[config.mk]
export PLATFORM = sky130hd
export DESIGN_NAME = microwire_responder
export DESIGN_NICKNAME = d
export VERILOG_FILES = /design/src/rtl/microwire_responder.sv
export SDC_FILE = /design/constraint.sdc
export NUM_CORES = 1
export LEC_CHECK = 0
export CORE_MARGIN = 5
export CORE_UTILIZATION = 35
export DETAILED_ROUTE_END_ITERATION = 8
export PLACE_DENSITY_LB_ADDON = 0.3
export SYNTH_ARGS = -nofsm -noshare
export SYNTH_HDL_FRONTEND = slang
export SYNTH_SLANG_ARGS = --single-unit
[constraint.sdc]
create_clock -name sys_clk -period 2.6 [get_ports sys_clk]
set_clock_uncertainty 0.1 [all_clocks]
set_input_delay 0.65 -clock sys_clk [delete_from_list [all_inputs] [get_ports sys_clk]]
set_output_delay 0.65 -clock sys_clk [all_outputs]
set_load 0.1 [all_outputs]
[src/rtl/microwire_responder.sv]
`timescale 1ns/1ps
// microwire_responder
//   Microwire (93Cxx-style) serial EEPROM responder that fronts a simple
//   synchronous word memory. Every bus input is synchronised into sys_clk,
//   and the instruction is decoded one sampled bit at a time.
//
// Ports
//   sys_clk      system clock; all logic uses its rising edge
//   rst          synchronous, active-high reset
//   sck, cs, mosi  bus master serial clock, chip select and data in (async)
//   miso         serial data out; held at 0 whenever miso_oe is 0
//   miso_oe      data-out drive enable; high only while streaming read data
//   mem_addr     word address presented to the backing store
//   mem_rd_en    one-cycle read strobe; mem_rd_data is valid the next cycle
//   mem_rd_data  read data from the backing store
//   mem_wr_en    one-cycle write strobe, issued when cs falls after a write
//   mem_wr_data  write data gathered from the bus
//   wr_enabled   write-enable latch (EWEN sets it, EWDS clears it)
module microwire_responder #(
    parameter int ADDR_WIDTH = 9,
    parameter int DATA_WIDTH = 8
) (
    input  logic                  sys_clk,
    input  logic                  rst,
    input  logic                  sck,
    input  logic                  cs,
    input  logic                  mosi,
    output logic                  miso,
    output logic                  miso_oe,
    output logic [ADDR_WIDTH-1:0] mem_addr,
    output logic                  mem_rd_en,
    input  logic [DATA_WIDTH-1:0] mem_rd_data,
    output logic                  mem_wr_en,
    output logic [DATA_WIDTH-1:0] mem_wr_data,
    output logic                  wr_enabled
);

    localparam int MAX_W = (ADDR_WIDTH > DATA_WIDTH) ? ADDR_WIDTH : DATA_WIDTH;
    localparam int CNT_W = $clog2(MAX_W + 2);

    typedef enum logic [2:0] {IDLE, START, OPCODE, ADDR, READ, WRITE, IGNORE} state_t;

    state_t                state, state_next;
    logic                  sck_p0, sck_p1, sck_p2;
    logic                  cs_p0, cs_p1, cs_p2;
    logic                  mosi_p0, mosi_p1;
    logic                  sck_rise, cs_rise, cs_fall;
    logic [1:0]            settle_cnt;
    logic                  armed;
    logic [CNT_W-1:0]      bit_cnt;
    logic                  load_pending;
    logic                  miso_q;
    logic [1:0]            opcode;
    logic [ADDR_WIDTH-1:0] addr_sr;
    logic [ADDR_WIDTH-1:0] addr_full;
    logic [DATA_WIDTH-1:0] shift_sr;
    logic                  addr_last;

    // Stage p0/p1: two-flop synchronisers; p2 holds the previous value for edge detection
    always_ff @(posedge sys_clk) begin
        if (rst) begin
            {sck_p0, sck_p1, sck_p2} <= 3'b000;
            {cs_p0, cs_p1, cs_p2}    <= 3'b000;
            {mosi_p0, mosi_p1}       <= 2'b00;
        end else begin
            {sck_p0, sck_p1, sck_p2} <= {sck, sck_p0, sck_p1};
            {cs_p0, cs_p1, cs_p2}    <= {cs, cs_p0, cs_p1};
            {mosi_p0, mosi_p1}       <= {mosi, mosi_p0};
        end
    end

    assign sck_rise  = sck_p1 & ~sck_p2;
    assign cs_rise   = cs_p1 & ~cs_p2;
    assign cs_fall   = ~cs_p1 & cs_p2;
    assign addr_full = {addr_sr[ADDR_WIDTH-2:0], mosi_p1};
    assign addr_last = (bit_cnt == CNT_W'(ADDR_WIDTH - 1));

    // State register
    always_ff @(posedge sys_clk) begin
        if (rst) state <= IDLE;
        else     state <= state_next;
    end

    // Next-state logic
    always_comb begin
        state_next = state;
        if (cs_fall && state != IDLE) begin
            state_next = IDLE;
        end else begin
            case (state)
                IDLE:   if (armed && cs_rise) state_next = START;
                START:  if (sck_rise && mosi_p1) state_next = OPCODE;
                OPCODE: if (sck_rise && bit_cnt == CNT_W'(1)) state_next = ADDR;
                ADDR: begin
                    if (sck_rise && addr_last) begin
                        case (opcode)
                            2'b10:   state_next = READ;
                            2'b01:   state_next = WRITE;
                            default: state_next = IGNORE;
                        endcase
                    end
                end
                WRITE:  if (sck_rise && bit_cnt == CNT_W'(DATA_WIDTH)) state_next = IGNORE;
                default: state_next = state;
            endcase
        end
    end

    // Output logic
    always_comb begin
        miso_oe = (state == READ);
        miso    = miso_oe & miso_q;
    end

    // Control and strobes. A cs already high when reset releases must not look
    // like a fresh select, so cs edges are honoured only once cs has been seen
    // low after the synchronisers have settled.
    always_ff @(posedge sys_clk) begin
        if (rst) begin
            settle_cnt   <= 2'd0;
            armed        <= 1'b0;
            bit_cnt      <= '0;
            load_pending <= 1'b0;
            miso_q       <= 1'b0;
            mem_rd_en    <= 1'b0;
            mem_wr_en    <= 1'b0;
            wr_enabled   <= 1'b0;
            mem_addr     <= '0;
            mem_wr_data  <= '0;
        end else begin
            mem_rd_en    <= 1'b0;
            mem_wr_en    <= 1'b0;
            load_pending <= mem_rd_en;
            if (settle_cnt != 2'd3) settle_cnt <= settle_cnt + 2'd1;
            if (settle_cnt == 2'd3 && !cs_p1) armed <= 1'b1;

            if (cs_fall) begin
                if (state == WRITE && bit_cnt == CNT_W'(DATA_WIDTH) && wr_enabled)
                    mem_wr_en <= 1'b1;
                bit_cnt <= '0;
            end else begin
                case (state)
                    OPCODE: begin
                        if (sck_rise)
                            bit_cnt <= (bit_cnt == CNT_W'(1)) ? '0 : bit_cnt + CNT_W'(1);
                    end
                    ADDR: begin
                        if (sck_rise) begin
                            if (addr_last) begin
                                bit_cnt <= '0;
                                case (opcode)
                                    2'b10: begin
                                        mem_addr  <= addr_full;
                                        mem_rd_en <= 1'b1;
                                        miso_q    <= 1'b0;
                                    end
                                    2'b01: mem_addr <= addr_full;
                                    2'b00: begin
                                        if (addr_full[ADDR_WIDTH-1 -: 2] == 2'b11)
                                            wr_enabled <= 1'b1;
                                        else if (addr_full[ADDR_WIDTH-1 -: 2] == 2'b00)
                                            wr_enabled <= 1'b0;
                                    end
                                    default: ;
                                endcase
                            end else begin
                                bit_cnt <= bit_cnt + CNT_W'(1);
                            end
                        end
                    end
                    READ: begin
                        if (sck_rise) begin
                            miso_q <= shift_sr[DATA_WIDTH-1];
                            // Driving bit 0: prefetch the next word well before its MSB is due
                            if (bit_cnt == CNT_W'(DATA_WIDTH - 1)) begin
                                bit_cnt   <= '0;
                                mem_addr  <= mem_addr + ADDR_WIDTH'(1);
                                mem_rd_en <= 1'b1;
                            end else begin
                                bit_cnt <= bit_cnt + CNT_W'(1);
                            end
                        end
                    end
                    WRITE: begin
                        if (sck_rise && bit_cnt != CNT_W'(DATA_WIDTH)) begin
                            mem_wr_data <= {mem_wr_data[DATA_WIDTH-2:0], mosi_p1};
                            bit_cnt     <= bit_cnt + CNT_W'(1);
                        end
                    end
                    IGNORE: ;
                    default: bit_cnt <= '0;
                endcase
            end
        end
    end

    // Instruction and read-data shift registers (data path, no reset)
    always_ff @(posedge sys_clk) begin
        if (state == OPCODE && sck_rise) opcode <= {opcode[0], mosi_p1};
        if (state == ADDR && sck_rise)   addr_sr <= addr_full;
        if (load_pending)
            shift_sr <= mem_rd_data;
        else if (state == READ && sck_rise)
            shift_sr <= {shift_sr[DATA_WIDTH-2:0], 1'b0};
    end

endmodule

==> qor.yml, run 1 <==
cts:
  clk_transition_reported_paths_ns: 0.07
  htreeDepth: 3
  postCtsSetupRepairBufs: 0
  cts_sinks: 58
  cts_resized: 0
  ctsRootBufferMaster: "clkbuf_8"
  cts_hold_buf: 0
  tritoncts_clock_tree: "done"
  clock_path_buffers: 2
  numCtsBuffers: 9
  insertion_delay_ns: 0.34
global_route:
  grt_remaining_overflow: 0
  grt_util_all_layers_pct: 13.1
  first_global_vias: 2126
  grt_antenna_before_repair: 0
  pin_count_of_the_biggest_net_entering_global_routing: 21
  grt_pass1_wl_mm: 10.3
floorplanning:
  initial_core_util_pct: 35.8
  dieWidth_microns: 98.9
  pin_count: 35
  core_area_sq_um: 7730
  die_height_microns: 98.9
  die_area_sq_um: 9790
  fp-row-count: 32
yosys:
  flip_flop_cell_with_the_highest_count_after_synthesis: "dfxtp_1"
  yosysWarningCount: 0
  ys_seq_elements: 58
  synth_area_per_cell_sq_um: 10.2
  postSynth.asyncResetShare_pct: 0
  synth_seq_area_share_pct: 48.4
  post_synth_inst_count: 272
  ys_types: 54
  synth.net_count: 294
  synth_edf_count: 18
  post_synth_instance_area_sq_um: 2770
cells_and_area:
  final_net_count: 334
  drive_above_1_share_pct: 19.6
  flow.area_growth_from_synthesis_pct: 22.4
  antenna-diode-count: 0
timing:
  final_period_minus_worst_setup_slack_ns: 2.33
  worst-slew-pin-transition_ns: 0.764
  report.final.hold_viol_count: 0
  fmax_ghz: 0.430
  setup_viol: 0
  timing.final.crit_share_pct: 89.5
  worst_slew_margin_rel_pct: 48.9
  finalWorstSetupSlack_ns: 0.272
  final_max_slew_violation_count: 0
  rsz_0062_raised_after_global_routing: "no"
  setup_tns_ns: 0
pwr:
  netSwitchingPower_mw: 0.408
  power-per-cell-area_nw_per_um2: 517
  internal_power_mw: 1.34
  power.leakage_nw: 1.22
  p_seq_share_pct: 54.1
  worst_ir_drop_vdd_mv: 0.357
  power.clock.fraction_pct: 41.8
  power.share.switching_pct: 23.3
  p_comb_share_pct: 4.0
routing:
  drtAntennaViolNets: 0
  drt-wirelength-per-cell_microns: 14.5
  dr.first_iter.drc_count: 168
  finalWirelength_mm: 6.07
  detailedRoute.firstPassIterationCount: 4
  vias: 2216
  remaining_drc_errors: 0
  vias_per_cell: 5.29
worst_setup_path:
  timing.critical_path.from: "state[1]"
  critPathMaxFanout: 9
  path_class: "flop to primary output"
  rr_startpoint: "bit_cnt[0]"
  start_kind: "flop"
  timing.rr.end: "state[0]"
  rr_worst_depth: 6
  worst_ep_arrival_time_ns: 1.58
  end_kind: "primary output"
  worst-endpoint-required_ns: 1.85
  timing.reg2reg.setup_slack_ns: 0.59
placed_design:
  detailedPlacementHpwl_mm: 4.22
  port_buffers: 34
  dpl_worst_slack_ns: 0.547
  gp_routability_congestion: 0.847
min_path:
  worst_hold_path_type: "flop to flop"
  worst_hold_startpoint: "mosi_p0"
  whs_path_depth: 1
  holdPathEnd: "mosi_p1"
run_status:
  result_of_the_run: "complete, no violations"
flow_run:
  maxCapViolations: 0
==> synth_stat cells (4+ instances only) <==
library cell  number  area share [%]
mux2i_1           10             3.6
nor2_1            22             3.0
nand4_1            4            0.90
mux2_2             7             2.8
dfxtp_1           40              29
o31ai_1            6             1.6
nand3_1            6             1.1
o22ai_1            4            0.90
a21oi_1           13             2.3
o211ai_1           5             1.4
nand3b_1           5             1.4
and2_1             5             1.1
clkbuf_1          13             1.8
o21ai_0            7             1.3
edfxtp_1          18              20
nand2b_1           6             1.4
ha_1               9             4.1
nand2_1           13             1.8
nor4_1             5             1.1
inv_1              8             1.1
nor2b_1           12             2.7
==> cell usage in the layout (no fill, tap or decap), types with 4 or more instances in the layout <==
cell / instances
o31ai_1: 6
and2_1: 4
ha_1: 9
inv_1: 8
dfxtp_1: 40
nand3_1: 6
nor2_1: 22
buf_4: 32
mux2i_1: 10
a21oi_1: 13
nor4_1: 5
nand3b_1: 5
o21ai_0: 7
clkdlybuf4s50_1: 12
nand2b_1: 6
clkbuf_8: 10
o211ai_1: 5
nand2_1: 13
nor2b_1: 12
edfxtp_1: 18
nand4_1: 4
mux2_2: 7
o22ai_1: 4
==> power by group through the flow <==
stage / logic, mW / registers [mW] / clock network, mW
6_report: 0.0706 / 0.948 / 0.733
4_1_cts: 0.0719 / 0.948 / 0.759
3_3_place_gp: 0.0697 / 0.968 / 0
5_1_grt: 0.0780 / 0.950 / 0.799
2_1_floorplan: 0.0405 / 0.967 / 0
3_5_place_dp: 0.0716 / 0.969 / 0
==> per-layer routing <==
layer / up-vias / GRT usage, % / routed length (microns)
met4: 0 / 6.93 / 137
li1: 1087 / - / -
met1: 1045 / 16.8 / 2810
met3: 14 / 4.39 / 363
met5: - / 0 / 0
met2: 70 / 19.5 / 2760
==> worst max path at each step <==
stage           endpoint  cells after the start
3_5_place_dp   mem_rd_en                      4
4_1_cts          miso_oe                      4
5_1_grt          miso_oe                      4
6_report         miso_oe                      4
2_1_floorplan       miso                      6
3_3_place_gp    state[0]                      4
==> state kept, by name, summed over array words and instances (netlist names), 2 cells and up <==
signal,count
mem_addr,9
addr_sr,8
mem_wr_data,8
shift_sr,8
bit_cnt,4
state,3
opcode,2
settle_cnt,2
==> per-stage QoR <==
stage,util [%],power (mW),instances,hold WS (ns),area [sq um]
6_report,43.9,1.75,419,0.337,3390
2_1_floorplan,-,1.01,272,0.314,2770
4_1_cts,43.9,1.78,419,0.341,3390
3_5_place_dp,41.6,1.04,403,0.322,3220
5_1_grt,43.9,1.83,419,0.362,3390
3_3_place_gp,41.6,1.04,403,0.318,3220
==> final cells by class <==
cell class              count  area, sq um
clock buffers              11          141
flip-flops and latches     58         1340
fillers                   763         4340
clock inverters             5         30.0
multi-input cells         188         1320
repair buffers             46          400
well taps                 102          128
inverters                   9         33.8
==> kinds of logic after synthesis <==
logic type                 after synthesis  synth area share (%)
adders and majority gates                9                  4.07
and+or+nand+nor                         99                  20.7
buffers and inverters                   26                  4.16
muxes                                   17                  6.46
AOI/OAI and AO/OA                       61                  15.6
xor gates and xnor gates                 2                 0.633
DFF                                     58                  48.4
==> worst max-delay path, cell delays in order, from the launching register on <==
cell and delay (ns):
dfxtp_1 0.31, or3b_1 0.40, inv_2 0.17, buf_4 0.19, buf_12 0.18
No activity file was read; power rests on OpenSTA's default activity.
==> run 2, diff against run 1 <==
HOLD_SLACK_MARGIN = 0.05   (was not set)
REMOVE_ABC_BUFFERS = 1   (was not set)
==> run 2 against run 1 <==
Net effect:
- sequential cell count did not move
- critical path type unchanged
- global-route usage rose by 0.19 points
- largest power group unchanged
- largest cell class unchanged
- combinational power rose by 1%
==> qor.yml, run 2 (same netlist as run 1, synthesis figures left out) <==
run_status:
  result_of_the_run: "complete, no violations"
worst_setup_path:
  cp_slowest_cell: "or3b_1"
  end_kind: "primary output"
  cpLargestDelayFamily: "simple AND/OR/NAND/NOR gates"
  critPathMaxFanout: 6  # -3
  path_cells: "or3b_1 -> inv_2 -> and2_1 -> buf_12"
  path_class: "flop to primary output"
  start_kind: "flop"
  critical_path.max_stage_delay_ns: 0.38  # -0.02 ns
  worst-endpoint-required_ns: 1.85  # about the same
  worstPathBufferInverterCount: 2  # -1
  worst_ep_arrival_time_ns: 1.63  # +0.05 ns
timing:
  setup_tns_ns: 0  # unchanged
  fmax_ghz: 0.420  # -2.3%
  report.final.hold_viol_count: 0  # unchanged
  final_max_slew_violation_count: 0  # unchanged
  finalWorstSetupSlack_ns: 0.217  # -0.0551 ns
  worst-slew-pin-transition_ns: 0.736  # -0.0285 ns
  timing.final.crit_share_pct: 91.7  # +2.1 points
  worst_slew_margin_rel_pct: 50.8  # +1.9 points
  setup_viol: 0  # unchanged
  final_period_minus_worst_setup_slack_ns: 2.38  # +0.0551 ns
  finalHoldWorstSlack_ns: 0.337  # +0.000294 ns
  rsz_0062_raised_after_global_routing: "no"
cts:
  ctsRootBufferMaster: "clkbuf_8"
  numCtsBuffers: 9  # unchanged
  cts_hold_buf: 0  # unchanged
  insertion_delay_ns: 0.34  # about the same
  clk_transition_reported_paths_ns: 0.07  # about the same
  cts_sinks: 58  # unchanged
  htreeDepth: 3  # unchanged
  tritoncts_clock_tree: "done"
  postCtsSetupRepairBufs: 0  # unchanged
  cts_resized: 0  # unchanged
  clock_path_buffers: 2  # unchanged
routing:
  drt-wirelength-per-cell_microns: 15.0  # +3.7%
  finalWirelength_mm: 6.29  # +3.7%
  vias_per_cell: 5.19  # -1.9%
  remaining_drc_errors: 0  # unchanged
  detailedRoute.firstPassIterationCount: 4  # unchanged
  drtAntennaViolNets: 0  # unchanged
  vias: 2175  # -1.9%
  dr.first_iter.drc_count: 117  # -30%
cells_and_area:
  layout_common_cells: "dfxtp_1, buf_4, nor2_1"
  num-fill-cells: 762  # -0.13%
  largest_register_ff_count: 9  # unchanged
  drive_above_1_share_pct: 18.9  # -0.63 points
  antenna-diode-count: 0  # unchanged
  flow.area_growth_from_synthesis_pct: 23.9
  top_register: "mem_addr"
  final_net_count: 334  # unchanged
  final_common_cell: "dfxtp_1"
floorplanning:
  die_height_microns: 98.9  # unchanged
  initial_core_util_pct: 35.8  # unchanged
  die_area_sq_um: 9790  # unchanged
  fp-row-count: 32  # unchanged
  core_area_sq_um: 7730  # unchanged
  dieWidth_microns: 98.9  # unchanged
  pin_count: 35  # unchanged
placed_design:
  gp_routability_congestion: 0.833  # -1.7%
  detailedPlacementHpwl_mm: 4.44  # +5.1%
  port_buffers: 34  # unchanged
  dpl_worst_slack_ns: 0.485  # -0.0628 ns
flow_run:
  maxCapViolations: 0  # unchanged
global_route:
  pin_count_of_the_biggest_net_entering_global_routing: 21  # unchanged
  globalRoute.busiestLayer: "met2"
  grt_util_all_layers_pct: 13.3  # +0.19 points
  grtUsageMet1_pct: 16.7  # -0.13 points
  first_global_vias: 2149  # +1.1%
  grtUsageMet2_pct: 20.8  # +1.3 points
  grt_pass1_wl_mm: 10.5  # +1.3%
  grt_remaining_overflow: 0  # unchanged
  groute.layer.met3.usage_pct: 5.31  # +0.92 points
  grt_antenna_before_repair: 0  # unchanged
min_path:
  worst_hold_path_type: "flop to flop"
pwr:
  power.leakage_nw: 1.24  # +1.4%
  worst_ir_drop_vdd_mv: 0.289  # -19%
  power-per-cell-area_nw_per_um2: 556  # +7.6%
[run 2: changes by cell type in the layout (fill, tap and decap cells not counted), sizes merged]
cell and delta:
clkinvlp -1, bufinv +1, clkbuf +2, clkinv -2
[run 2: cell type report]
| cell class | instances | area [sq um] | share of cell area (%) |
|---|---|---|---|
| Sequential cell | 58 | 1340 | 39.1 |
| Multi-Input combinational cell | 188 | 1310 | 38.2 |
| Timing Repair Buffer | 46 | 400 | 11.7 |
| Clock buffer | 13 | 170 | 4.96 |
| Tap cell | 102 | 128 | 3.72 |
| Clock inverter | 3 | 46.3 | 1.35 |
| Inverter | 9 | 33.8 | 0.984 |
[run 2: path summary, 6_finish.rpt]
check,start,endpoint,slack (ns),cells after the start
worst max-delay path,state[2],miso,0.22,4
worst min-delay path,cs_p0,cs_p1,0.34,1
worst max register to register,state[2],mem_addr[5],0.42,5
worst min register to register,cs_p0,cs_p1,0.34,1
[run 2: worst reg2reg max path, cell delays in order (launching register included)]
cell and delay, ns:
dfxtp_1 0.34, or3b_1 0.38, buf_4 0.22, o22ai_2 0.43, nand2_1 0.25, o32ai_1 0.36
[run 2: power by group]
part,switching (mW),internal [mW],total [mW]
registers,0.00776,0.941,0.949
logic,0.0342,0.0374,0.0716
clock network,0.359,0.529,0.888
[run 2: metal layers]
metal	share of wire (%)	vias up
met3	6.1	11
met1	46	1018
met4	1.5	0
met5	0	-
li1	-	1083
met2	47	63
[run 2: through the flow]
step / cell area [sq um] / instances / power, mW / utilization (%)
after floorplan: 2690 / 255 / 0.999 / -
after global placement: 3220 / 403 / 1.04 / 41.6
after detailed placement: 3220 / 403 / 1.04 / 41.6
after CTS: 3430 / 419 / 1.94 / 44.4
after global routing: 3430 / 419 / 1.99 / 44.4
final: 3430 / 419 / 1.91 / 44.4
